===== src/rtl/sys_ctrl_pkg.sv =====
// Shared types and constants for the sys_ctrl_mw command controller.
// Optional error responses are enabled by defining SYS_CTRL_ERR_RESP_EN.
package sys_ctrl_pkg;

    typedef enum logic [3:0] {
        S_IDLE,
        S_W_ADDR,
        S_W_DATA,
        S_R_ADDR,
        S_R_WAIT,
        S_OP_A,
        S_OP_B,
        S_FUN,
        S_ALU_WAIT,
        S_TX_PUSH
    } state_e;

    localparam logic [7:0] CMD_WR      = 8'hAA;
    localparam logic [7:0] CMD_RD      = 8'hBB;
    localparam logic [7:0] CMD_ALU_OP  = 8'hCC;
    localparam logic [7:0] CMD_ALU_NOP = 8'hDD;
    localparam logic [7:0] ERR_CODE    = 8'hEE;

    localparam int OPA_ADDR = 0;
    localparam int OPB_ADDR = 1;

    // Width of a counter that must hold the value n (at least 1 bit).
    function automatic int cnt_width(input int n);
        return (n < 2) ? 1 : $clog2(n + 1);
    endfunction

endpackage


===== src/rtl/sys_ctrl_mw_resp_serializer.sv =====
// Response serializer: loads up to NW words and streams them LSB word first
// into the TX FIFO, stalling on full; done_o marks the cycle the last word goes out.
module resp_serializer
    import sys_ctrl_pkg::*;
#(
    parameter int DATA_WIDTH = 8,
    parameter int NW         = 2,
    parameter int CW         = cnt_width(NW)
) (
    input  logic                           clk_i,
    input  logic                           rst_i,
    input  logic                           load_i,
    input  logic [NW-1:0][DATA_WIDTH-1:0]  words_i,
    input  logic [CW-1:0]                  nwords_i,
    input  logic                           full_i,
    output logic                           wr_req_o,
    output logic [DATA_WIDTH-1:0]          data_o,
    output logic                           done_o
);

    logic                          act_q, act_d;
    logic [CW-1:0]                 rem_q, rem_d;
    logic [NW-1:0][DATA_WIDTH-1:0] buf_q, buf_d;

    always_ff @(posedge clk_i or posedge rst_i) begin
        if (rst_i) begin
            act_q <= 1'b0;
            rem_q <= '0;
            buf_q <= '0;
        end else begin
            act_q <= act_d;
            rem_q <= rem_d;
            buf_q <= buf_d;
        end
    end

    // The buffer shifts down one word per write, so the head is always word 0.
    always_comb begin
        act_d    = act_q;
        rem_d    = rem_q;
        buf_d    = buf_q;
        wr_req_o = act_q && !full_i;
        done_o   = wr_req_o && (rem_q == CW'(1));
        if (load_i) begin
            act_d = 1'b1;
            rem_d = nwords_i;
            buf_d = words_i;
        end else if (wr_req_o) begin
            buf_d = buf_q >> DATA_WIDTH;
            rem_d = rem_q - CW'(1);
            if (done_o) act_d = 1'b0;
        end
    end

    assign data_o = buf_q[0];

endmodule


===== src/rtl/sys_ctrl_mw.sv =====
// Unified system controller: decodes UART command frames, drives regfile/ALU,
// and returns responses through the TX FIFO. Macro: SYS_CTRL_ERR_RESP_EN.
module sys_ctrl_mw
    import sys_ctrl_pkg::*;
#(
    parameter int DATA_WIDTH    = 8,
    parameter int ADDR_WIDTH    = 4,
    parameter int ALU_OUT_WIDTH = 16,
    parameter int FUN_WIDTH     = 4,
    parameter int TIMEOUT_CYC   = 255
) (
    input  logic                     CLK,
    input  logic                     rst,
    input  logic [DATA_WIDTH-1:0]    RX_P_DATA,
    input  logic                     RX_D_VLD,
    input  logic [DATA_WIDTH-1:0]    Rd_data,
    input  logic                     Rd_data_valid,
    input  logic [ALU_OUT_WIDTH-1:0] ALU_OUT,
    input  logic                     ALU_OUT_valid,
    input  logic                     Full,
    output logic [DATA_WIDTH-1:0]    FIFO_IN,
    output logic                     Wr_Req,
    output logic                     WrEn,
    output logic                     RdEn,
    output logic [ADDR_WIDTH-1:0]    Address,
    output logic [DATA_WIDTH-1:0]    WrData,
    output logic [FUN_WIDTH-1:0]     ALU_FUN,
    output logic                     ALU_EN,
    output logic                     Gate_en,
    output logic                     CLK_Div_EN,
    output logic                     Busy,
    output logic                     Timeout
);

    localparam int NW = ALU_OUT_WIDTH / DATA_WIDTH;
    localparam int CW = cnt_width(NW);
    localparam int TW = cnt_width(TIMEOUT_CYC);

    localparam logic [DATA_WIDTH-1:0] OP_WR  = DATA_WIDTH'(CMD_WR);
    localparam logic [DATA_WIDTH-1:0] OP_RD  = DATA_WIDTH'(CMD_RD);
    localparam logic [DATA_WIDTH-1:0] OP_ALU = DATA_WIDTH'(CMD_ALU_OP);
    localparam logic [DATA_WIDTH-1:0] OP_NOP = DATA_WIDTH'(CMD_ALU_NOP);

    state_e                  state_q, state_d;
    logic [ADDR_WIDTH-1:0]   addr_q, addr_d;
    logic [DATA_WIDTH-1:0]   wdata_q, wdata_d;
    logic [FUN_WIDTH-1:0]    fun_q, fun_d;
    logic                    wren_q, wren_d;
    logic                    rden_q, rden_d;
    logic                    aluen_q, aluen_d;
    logic                    gate_q, gate_d;
    logic                    tmo_q, tmo_d;
    logic                    div_q;
    logic [TW-1:0]           tcnt_q, tcnt_d;

    logic                          ld;
    logic [NW-1:0][DATA_WIDTH-1:0] ld_words;
    logic [CW-1:0]                 ld_n;
    logic                          ser_done;

    always_ff @(posedge CLK or posedge rst) begin
        if (rst) begin
            state_q <= S_IDLE;
            addr_q  <= '0;
            wdata_q <= '0;
            fun_q   <= '0;
            wren_q  <= 1'b0;
            rden_q  <= 1'b0;
            aluen_q <= 1'b0;
            gate_q  <= 1'b0;
            tmo_q   <= 1'b0;
            div_q   <= 1'b0;
            tcnt_q  <= '0;
        end else begin
            state_q <= state_d;
            addr_q  <= addr_d;
            wdata_q <= wdata_d;
            fun_q   <= fun_d;
            wren_q  <= wren_d;
            rden_q  <= rden_d;
            aluen_q <= aluen_d;
            gate_q  <= gate_d;
            tmo_q   <= tmo_d;
            div_q   <= 1'b1;
            tcnt_q  <= tcnt_d;
        end
    end

    always_comb begin
        state_d  = state_q;
        addr_d   = addr_q;
        wdata_d  = wdata_q;
        fun_d    = fun_q;
        wren_d   = 1'b0;
        rden_d   = 1'b0;
        aluen_d  = 1'b0;
        gate_d   = gate_q;
        tmo_d    = 1'b0;
        tcnt_d   = tcnt_q;
        ld       = 1'b0;
        ld_words = '0;
        ld_n     = '0;
        case (state_q)
            S_IDLE: begin
                tcnt_d = '0;
                if (RX_D_VLD) begin
                    case (RX_P_DATA)
                        OP_WR:  state_d = S_W_ADDR;
                        OP_RD:  state_d = S_R_ADDR;
                        OP_ALU: begin state_d = S_OP_A; gate_d = 1'b1; end
                        OP_NOP: begin state_d = S_FUN;  gate_d = 1'b1; end
                        default: begin
`ifdef SYS_CTRL_ERR_RESP_EN
                            ld          = 1'b1;
                            ld_words[0] = DATA_WIDTH'(ERR_CODE);
                            ld_n        = CW'(1);
                            state_d     = S_TX_PUSH;
`endif
                        end
                    endcase
                end
            end
            S_W_ADDR: if (RX_D_VLD) begin
                addr_d  = RX_P_DATA[ADDR_WIDTH-1:0];
                state_d = S_W_DATA;
            end
            S_W_DATA: if (RX_D_VLD) begin
                wdata_d = RX_P_DATA;
                wren_d  = 1'b1;
                state_d = S_IDLE;
            end
            S_R_ADDR: if (RX_D_VLD) begin
                addr_d  = RX_P_DATA[ADDR_WIDTH-1:0];
                rden_d  = 1'b1;
                tcnt_d  = '0;
                state_d = S_R_WAIT;
            end
            S_OP_A: if (RX_D_VLD) begin
                addr_d  = ADDR_WIDTH'(OPA_ADDR);
                wdata_d = RX_P_DATA;
                wren_d  = 1'b1;
                state_d = S_OP_B;
            end
            S_OP_B: if (RX_D_VLD) begin
                addr_d  = ADDR_WIDTH'(OPB_ADDR);
                wdata_d = RX_P_DATA;
                wren_d  = 1'b1;
                state_d = S_FUN;
            end
            S_FUN: if (RX_D_VLD) begin
                fun_d   = RX_P_DATA[FUN_WIDTH-1:0];
                aluen_d = 1'b1;
                tcnt_d  = '0;
                state_d = S_ALU_WAIT;
            end
            S_R_WAIT, S_ALU_WAIT: begin
                // A valid on the final wait cycle beats the timeout.
                if (state_q == S_R_WAIT && Rd_data_valid) begin
                    ld          = 1'b1;
                    ld_words[0] = Rd_data;
                    ld_n        = CW'(1);
                    state_d     = S_TX_PUSH;
                end else if (state_q == S_ALU_WAIT && ALU_OUT_valid) begin
                    ld       = 1'b1;
                    ld_words = ALU_OUT;
                    ld_n     = CW'(NW);
                    gate_d   = 1'b0;
                    state_d  = S_TX_PUSH;
                end else if (tcnt_q == TW'(TIMEOUT_CYC - 1)) begin
                    tmo_d  = 1'b1;
                    gate_d = 1'b0;
`ifdef SYS_CTRL_ERR_RESP_EN
                    ld          = 1'b1;
                    ld_words[0] = DATA_WIDTH'(ERR_CODE);
                    ld_n        = CW'(1);
                    state_d     = S_TX_PUSH;
`else
                    state_d     = S_IDLE;
`endif
                end else begin
                    tcnt_d = tcnt_q + TW'(1);
                end
            end
            S_TX_PUSH: if (ser_done) state_d = S_IDLE;
            default: state_d = S_IDLE;
        endcase
    end

    resp_serializer #(
        .DATA_WIDTH(DATA_WIDTH),
        .NW        (NW),
        .CW        (CW)
    ) u_ser (
        .clk_i   (CLK),
        .rst_i   (rst),
        .load_i  (ld),
        .words_i (ld_words),
        .nwords_i(ld_n),
        .full_i  (Full),
        .wr_req_o(Wr_Req),
        .data_o  (FIFO_IN),
        .done_o  (ser_done)
    );

    assign WrEn       = wren_q;
    assign RdEn       = rden_q;
    assign Address    = addr_q;
    assign WrData     = wdata_q;
    assign ALU_FUN    = fun_q;
    assign ALU_EN     = aluen_q;
    assign Gate_en    = gate_q;
    assign CLK_Div_EN = div_q;
    assign Timeout    = tmo_q;
    assign Busy       = (state_q != S_IDLE);

endmodule


===== config.mk =====
export PLATFORM = sky130hd
export DESIGN_NAME = sys_ctrl_mw
export DESIGN_NICKNAME = d
export VERILOG_FILES = /design/src/rtl/sys_ctrl_pkg.sv /design/src/rtl/sys_ctrl_mw_resp_serializer.sv /design/src/rtl/sys_ctrl_mw.sv
export SDC_FILE = /design/constraint.sdc
export NUM_CORES = 1
export LEC_CHECK = 0
export ABC_CLOCK_PERIOD_IN_PS = 1800
export CAP_MARGIN = 25
export CORE_MARGIN = 4
export CORE_UTILIZATION = 44
export DETAILED_ROUTE_END_ITERATION = 10
export PLACE_DENSITY_LB_ADDON = 0.05
export SETUP_SLACK_MARGIN = 0.4
export SYNTH_ARGS = -nofsm -noshare
export SYNTH_HDL_FRONTEND = slang
export SYNTH_SLANG_ARGS = --single-unit

===== constraint.sdc =====
create_clock -name CLK -period 1.8 [get_ports CLK]
set_input_delay 0.18 -clock CLK [delete_from_list [all_inputs] [get_ports CLK]]
set_output_delay 0.18 -clock CLK [all_outputs]
set_load 0.005 [all_outputs]

* Word-level counts from Yosys, hierarchy flattened *
Index checks and enable logic that the tools add are counted.

storage, ports and cells
  word-level logic and storage cells = 125
  output and inout bits = 32
  register bits = 53

cells by class
  reductions and logical operators = 24
  eq/ne operators = 32
  mux-type cells = 52
  add/sub/neg operators = 2

operator list
  kind                 number
  $mux 16              4
  $mux 4               13
  $mux 8               6
  $eq 8x8->1 const B   5
  $pmux 4 s9           1
  $ne 2x2->1 const B   12
  $pmux 8 s3           1
  $mux 1               19
  $eq 4x3->1 const B   4
  $pmux 4 s4           1
  $pmux 4 s3           1
  $mux 2               5
  $reduce_and 10->1    1
  $reduce_and 5->1     2
  $add 8x1->8 const B  1
  $eq 4x2->1 const B   2
  $eq 4x4->1 const B   2
  $reduce_or 2->1      4
  $reduce_and 2->1     3
  $reduce_bool 2->1    3
  $reduce_bool 3->1    2
  $ne 5x1->1 const B   1
  $eq 4x1->1 const B   1
  $logic_and 1x1->1    4
  11 further kinds     12

* Depth between registers and ports, before layout *
  depth after elaboration = 7
  gate-level depth with buffers = 7

* By module *
Synthesis repeated with hierarchy kept, for this count alone.

unflattened totals
  cells, all modules = 308
  area, all modules = 3030.4 sq um

by module, submodules not included
  module           cells an instance  sequential area each (sq um)  instances  area an instance (sq um)
  sys_ctrl_mw      202                850.8                         1          2000.7
  resp_serializer  106                475.5                         1          1029.7

* Worst setup path after synthesis *
Ideal clock, no wire load.

  path type = register to register
  start point = register state_q[3]
  end point = register tcnt_q[5]
  period minus slack after synthesis = 1.825 ns
  stages on the path, launching flop included = 7
  buffers on the path = 1
  setup time = 0.122 ns
  arrival time = 1.702 ns
  path slack = -0.025 ns
  required time = 1.678 ns
  path through = dfrtp_1 buf_6 a211oi_2 a31oi_1 a2111o_1 or3_1 mux2i_1

between the ends
  word-level cells in the longest chain between the ends = 4
  elaborated cells between the ends (all ways) = 16
  those cells by class = eq/ne: 8; mux: 1; reduce/logical: 7

RTL lines
  what                                          line                                    source
  start: declaration                            sys_ctrl_mw.sv:44                       state_e state_q, state_d;
  start signal: assignment                      sys_ctrl_mw.sv:75                       state_q <= state_d;
  $eq 4x3->1 (tied with other cells)            sys_ctrl_mw.sv:103, sys_ctrl_mw.sv:158
  $reduce_or 2->1 (tied with other cells)       sys_ctrl_mw.sv:103                      case (state_q)
  $ne 2x2->1 (no line) (tied with other cells)  --
  $reduce_and 5->1 (no line)                    --
  end signal: assignment                        sys_ctrl_mw.sv:85                       tcnt_q <= tcnt_d;
  end: declaration                              sys_ctrl_mw.sv:54                       logic [TW-1:0] tcnt_q, tcnt_d;

Several ways; a longest one is shown, not always the timed one.
A chain may end at the register's enable or synchronous reset.

* Worst setup path in the final report *
Ends and elaborated chain as after synthesis.

==> results_dict.tcl <==
set metrics [dict create \
    routed_wl_mm 7.25 \
    cts-root-buf "clkbuf_8" \
    outcome "complete, but fails checks" \
    hold_path_depth 2 \
    crit_buf_inv 1 \
    holdPathEnd "WrData[5]" \
    cp-start-kind "flip-flop" \
    grt_pass1_vias 2355 \
    critPathRequiredTime_ps 2000 \
    cp_slowest_cell "dfrtp_1" \
    critPathCaptureType "flip-flop" \
    drtIter0Drc 58 \
    hold_violations 0 \
    die_w_um 85.7 \
    rsz0062_at_grt "true" \
    worstPathArrival_ps 2110 \
    timing.rr.start "state_q[3]" \
    max_cap_viol_count 0 \
    gr-usage-all-layers_pct 20.0 \
    yosys_warnings 0 \
    initial_core_util_pct 45.1 \
    fin_ws_ps -110 \
    synth-async-reset-ratio_pct 100 \
    leakage_nw 2.14 \
    place_congestion 0.804 \
    finalClockSkew_ps 11.1 \
    setup-tns-final_ps -332 \
    cts_made_buffers 5 \
    wire_per_inst_um 16.1 \
    synth_cell_types 51 \
    via_per_inst 5.33 \
    clk_path_buf_depth 2 \
    ir_drop_v 0.000778 \
    die_h_um 85.7 \
    vias 2399 \
    clock_sinks 53 \
    power_density_nw_per_um2 1400 \
    drc 0 \
    failed_checks "negative setup slack" \
    synth_seq_cells 53 \
    gr-total-overflow 0 \
    io_pins 70 \
    drive_above_1_share_pct 34.4 \
    hold_class "input port to flip-flop" \
    ys.flop_type "dfrtp_1" \
    nets 415 \
    netlist_area_sq_um 2660 \
    power_mw 6.08 \
    antenna_found_initial 0 \
    final_common_cell "dfrtp_1" \
    port_buffers 69 \
    final_cell_mix "51 x dfrtp_1, 46 x clkdlybuf4s50_1, 42 x buf_4" \
    cp_top_family "compound AO/OA/AOI/OAI gates" \
    antenna_cells 0 \
    fin_hold_ws_ps 249 \
    finalCritPeriodShare_pct 106 \
    hold_buffers 0 \
    post_synth.cell_area_avg_sq_um 10.3 \
    post-dp-hpwl_mm 4.85 \
    r2r-end "tcnt_q[5]" \
    grt_max_degree 54 \
    crit_start "state_q[3]" \
    insertion_delay_ps 320 \
    rows 28 \
    min_from "RX_P_DATA[5]" \
    cts_max_level 2 \
    cts_tree "done" \
    synth_enable_flop_cells 0 \
    grt_pass1_wl_mm 11.7 \
    area_growth_pct 63.4 \
    coreArea_sq_um 5890 \
    path_class "flip-flop to flip-flop" \
    finalSetupViolations 6 \
    clock.fmax_ghz 0.523 \
    firstDrtPassIters 4 \
    critPathMaxStageDelay_ps 410 \
    period_needed_ps 1910 \
    critPathMaxFanout 5 \
    path_cells "buf_6 > and3b_1 > o21a_1 > a2111o_1 > or3_1 > mux2i_1" \
    dieArea_sq_um 7340 \
    synthTopCellsByArea "dfrtp_1 50%, mux2_2 5.5%, o21ai_0 3.6%" \
    synth_fp_nets 299 \
    drtAntennaViolNets 0 \
    synth_area_leader_cell "dfrtp_1" \
    syn_inst 258 \
    reg2reg_slack_ps -110 \
    ff2ff_path_depth 6 \
    slew_viol_final 0 \
    ys_seq_area_share_pct 49.9 \
    synth_top_area_share_pct 49.9 \
    clk_pin_slew_ps 110 \
]
## metal layers
metal | share of wire [%] | GRT usage (%) | vias up
li1 | - | - | 1143
met2 | 50 | 32.7 | 68
met3 | 6.9 | 6.24 | 16
met5 | 0 | 0 | -
met4 | 2.3 | 5.90 | 0
met1 | 40 | 25.6 | 1172
## cell type report
cell class                      count  area (sq um)
Tap cell                           75          93.8
Clock inverter                      3          25.0
Inverter                            9          37.5
Timing Repair Buffer              129          1280
Fill cell                         418          1540
Multi-Input combinational cell    176          1510
Sequential cell                    53          1330
Clock buffer                        5          68.8
## kinds of logic after synthesis
family / share of synthesized area (%)
XOR/XNOR: 1.98
AO/OA/AOI/OAI: 17.8
multiplexers: 8.15
AND/OR/NAND/NOR: 15.0
adder cells (fa/ha/maj): 1.41
buffers and inverters: 5.61
flip-flops: 49.9
other: 0.141
## timing repair
| item | 4_1_cts | 5_1_grt |
|---|---|---|
| buffers inserted | 5 | 19 |
| gates resized for setup | 64 | 51 |
| cloned | 1 | 0 |
| endpoints found under the setup margin | 52 | 70 |
| pin swaps | 3 | 7 |
## stage by stage
| stage | worst slack (ps) | std cells | utilization, % | area, sq um |
|---|---|---|---|---|
| finish | -110 | 450 | 73.8 | 4340 |
| global route | -191 | 450 | 73.8 | 4340 |
| CTS | -149 | 431 | 68.5 | 4030 |
| detailed placement | -285 | 417 | 62.6 | 3690 |
| global placement | -257 | 417 | 62.6 | 3690 |
| floorplan | -5.95 | 258 | - | 2760 |
## cells in the mapped netlist, types with 3 or more instances
master,instances
a21boi_0,3
a21oi_1,10
a22o_1,8
a22oi_1,8
buf_4,8
clkbuf_1,8
dfrtp_1,53
ha_1,3
inv_1,9
mux2_2,13
mux2i_1,7
nand2_1,21
nand2b_1,6
nand3_1,3
nor2_1,18
nor2b_1,3
nor3_1,5
o21a_1,3
o21ai_0,19
or3_1,4
xnor2_1,4
## how the worst max path moves through the flow
| stage | to | slack [ps] | depth (start not counted) |
|---|---|---|---|
| 2_1_floorplan | tcnt_q[5] | -6 | 6 |
| 3_3_place_gp | state_q[2] | -260 | 6 |
| 3_5_place_dp | state_q[2] | -290 | 6 |
| 6_report | tcnt_q[5] | -110 | 6 |
| 4_1_cts | tcnt_q[5] | -150 | 6 |
| 5_1_grt | tcnt_q[5] | -190 | 7 |
## flip-flops by register name, indices dropped and copies added, names as in the netlist, 2 cells and up
signal        cells
u_ser.rem_q       2
ALU_FUN           4
u_ser.data_o      8
state_q           4
Address           4
tcnt_q            8
WrData            8
u_ser.buf_q       8
## power by group
group	switching [mW]	internal, mW	total (mW)
registers	0.270	1.62	1.89
clock network	0.420	0.282	0.701
logic	1.50	2.00	3.49
total	2.18	3.90	6.08
Note: power is estimated with default switching activity, not from simulation.
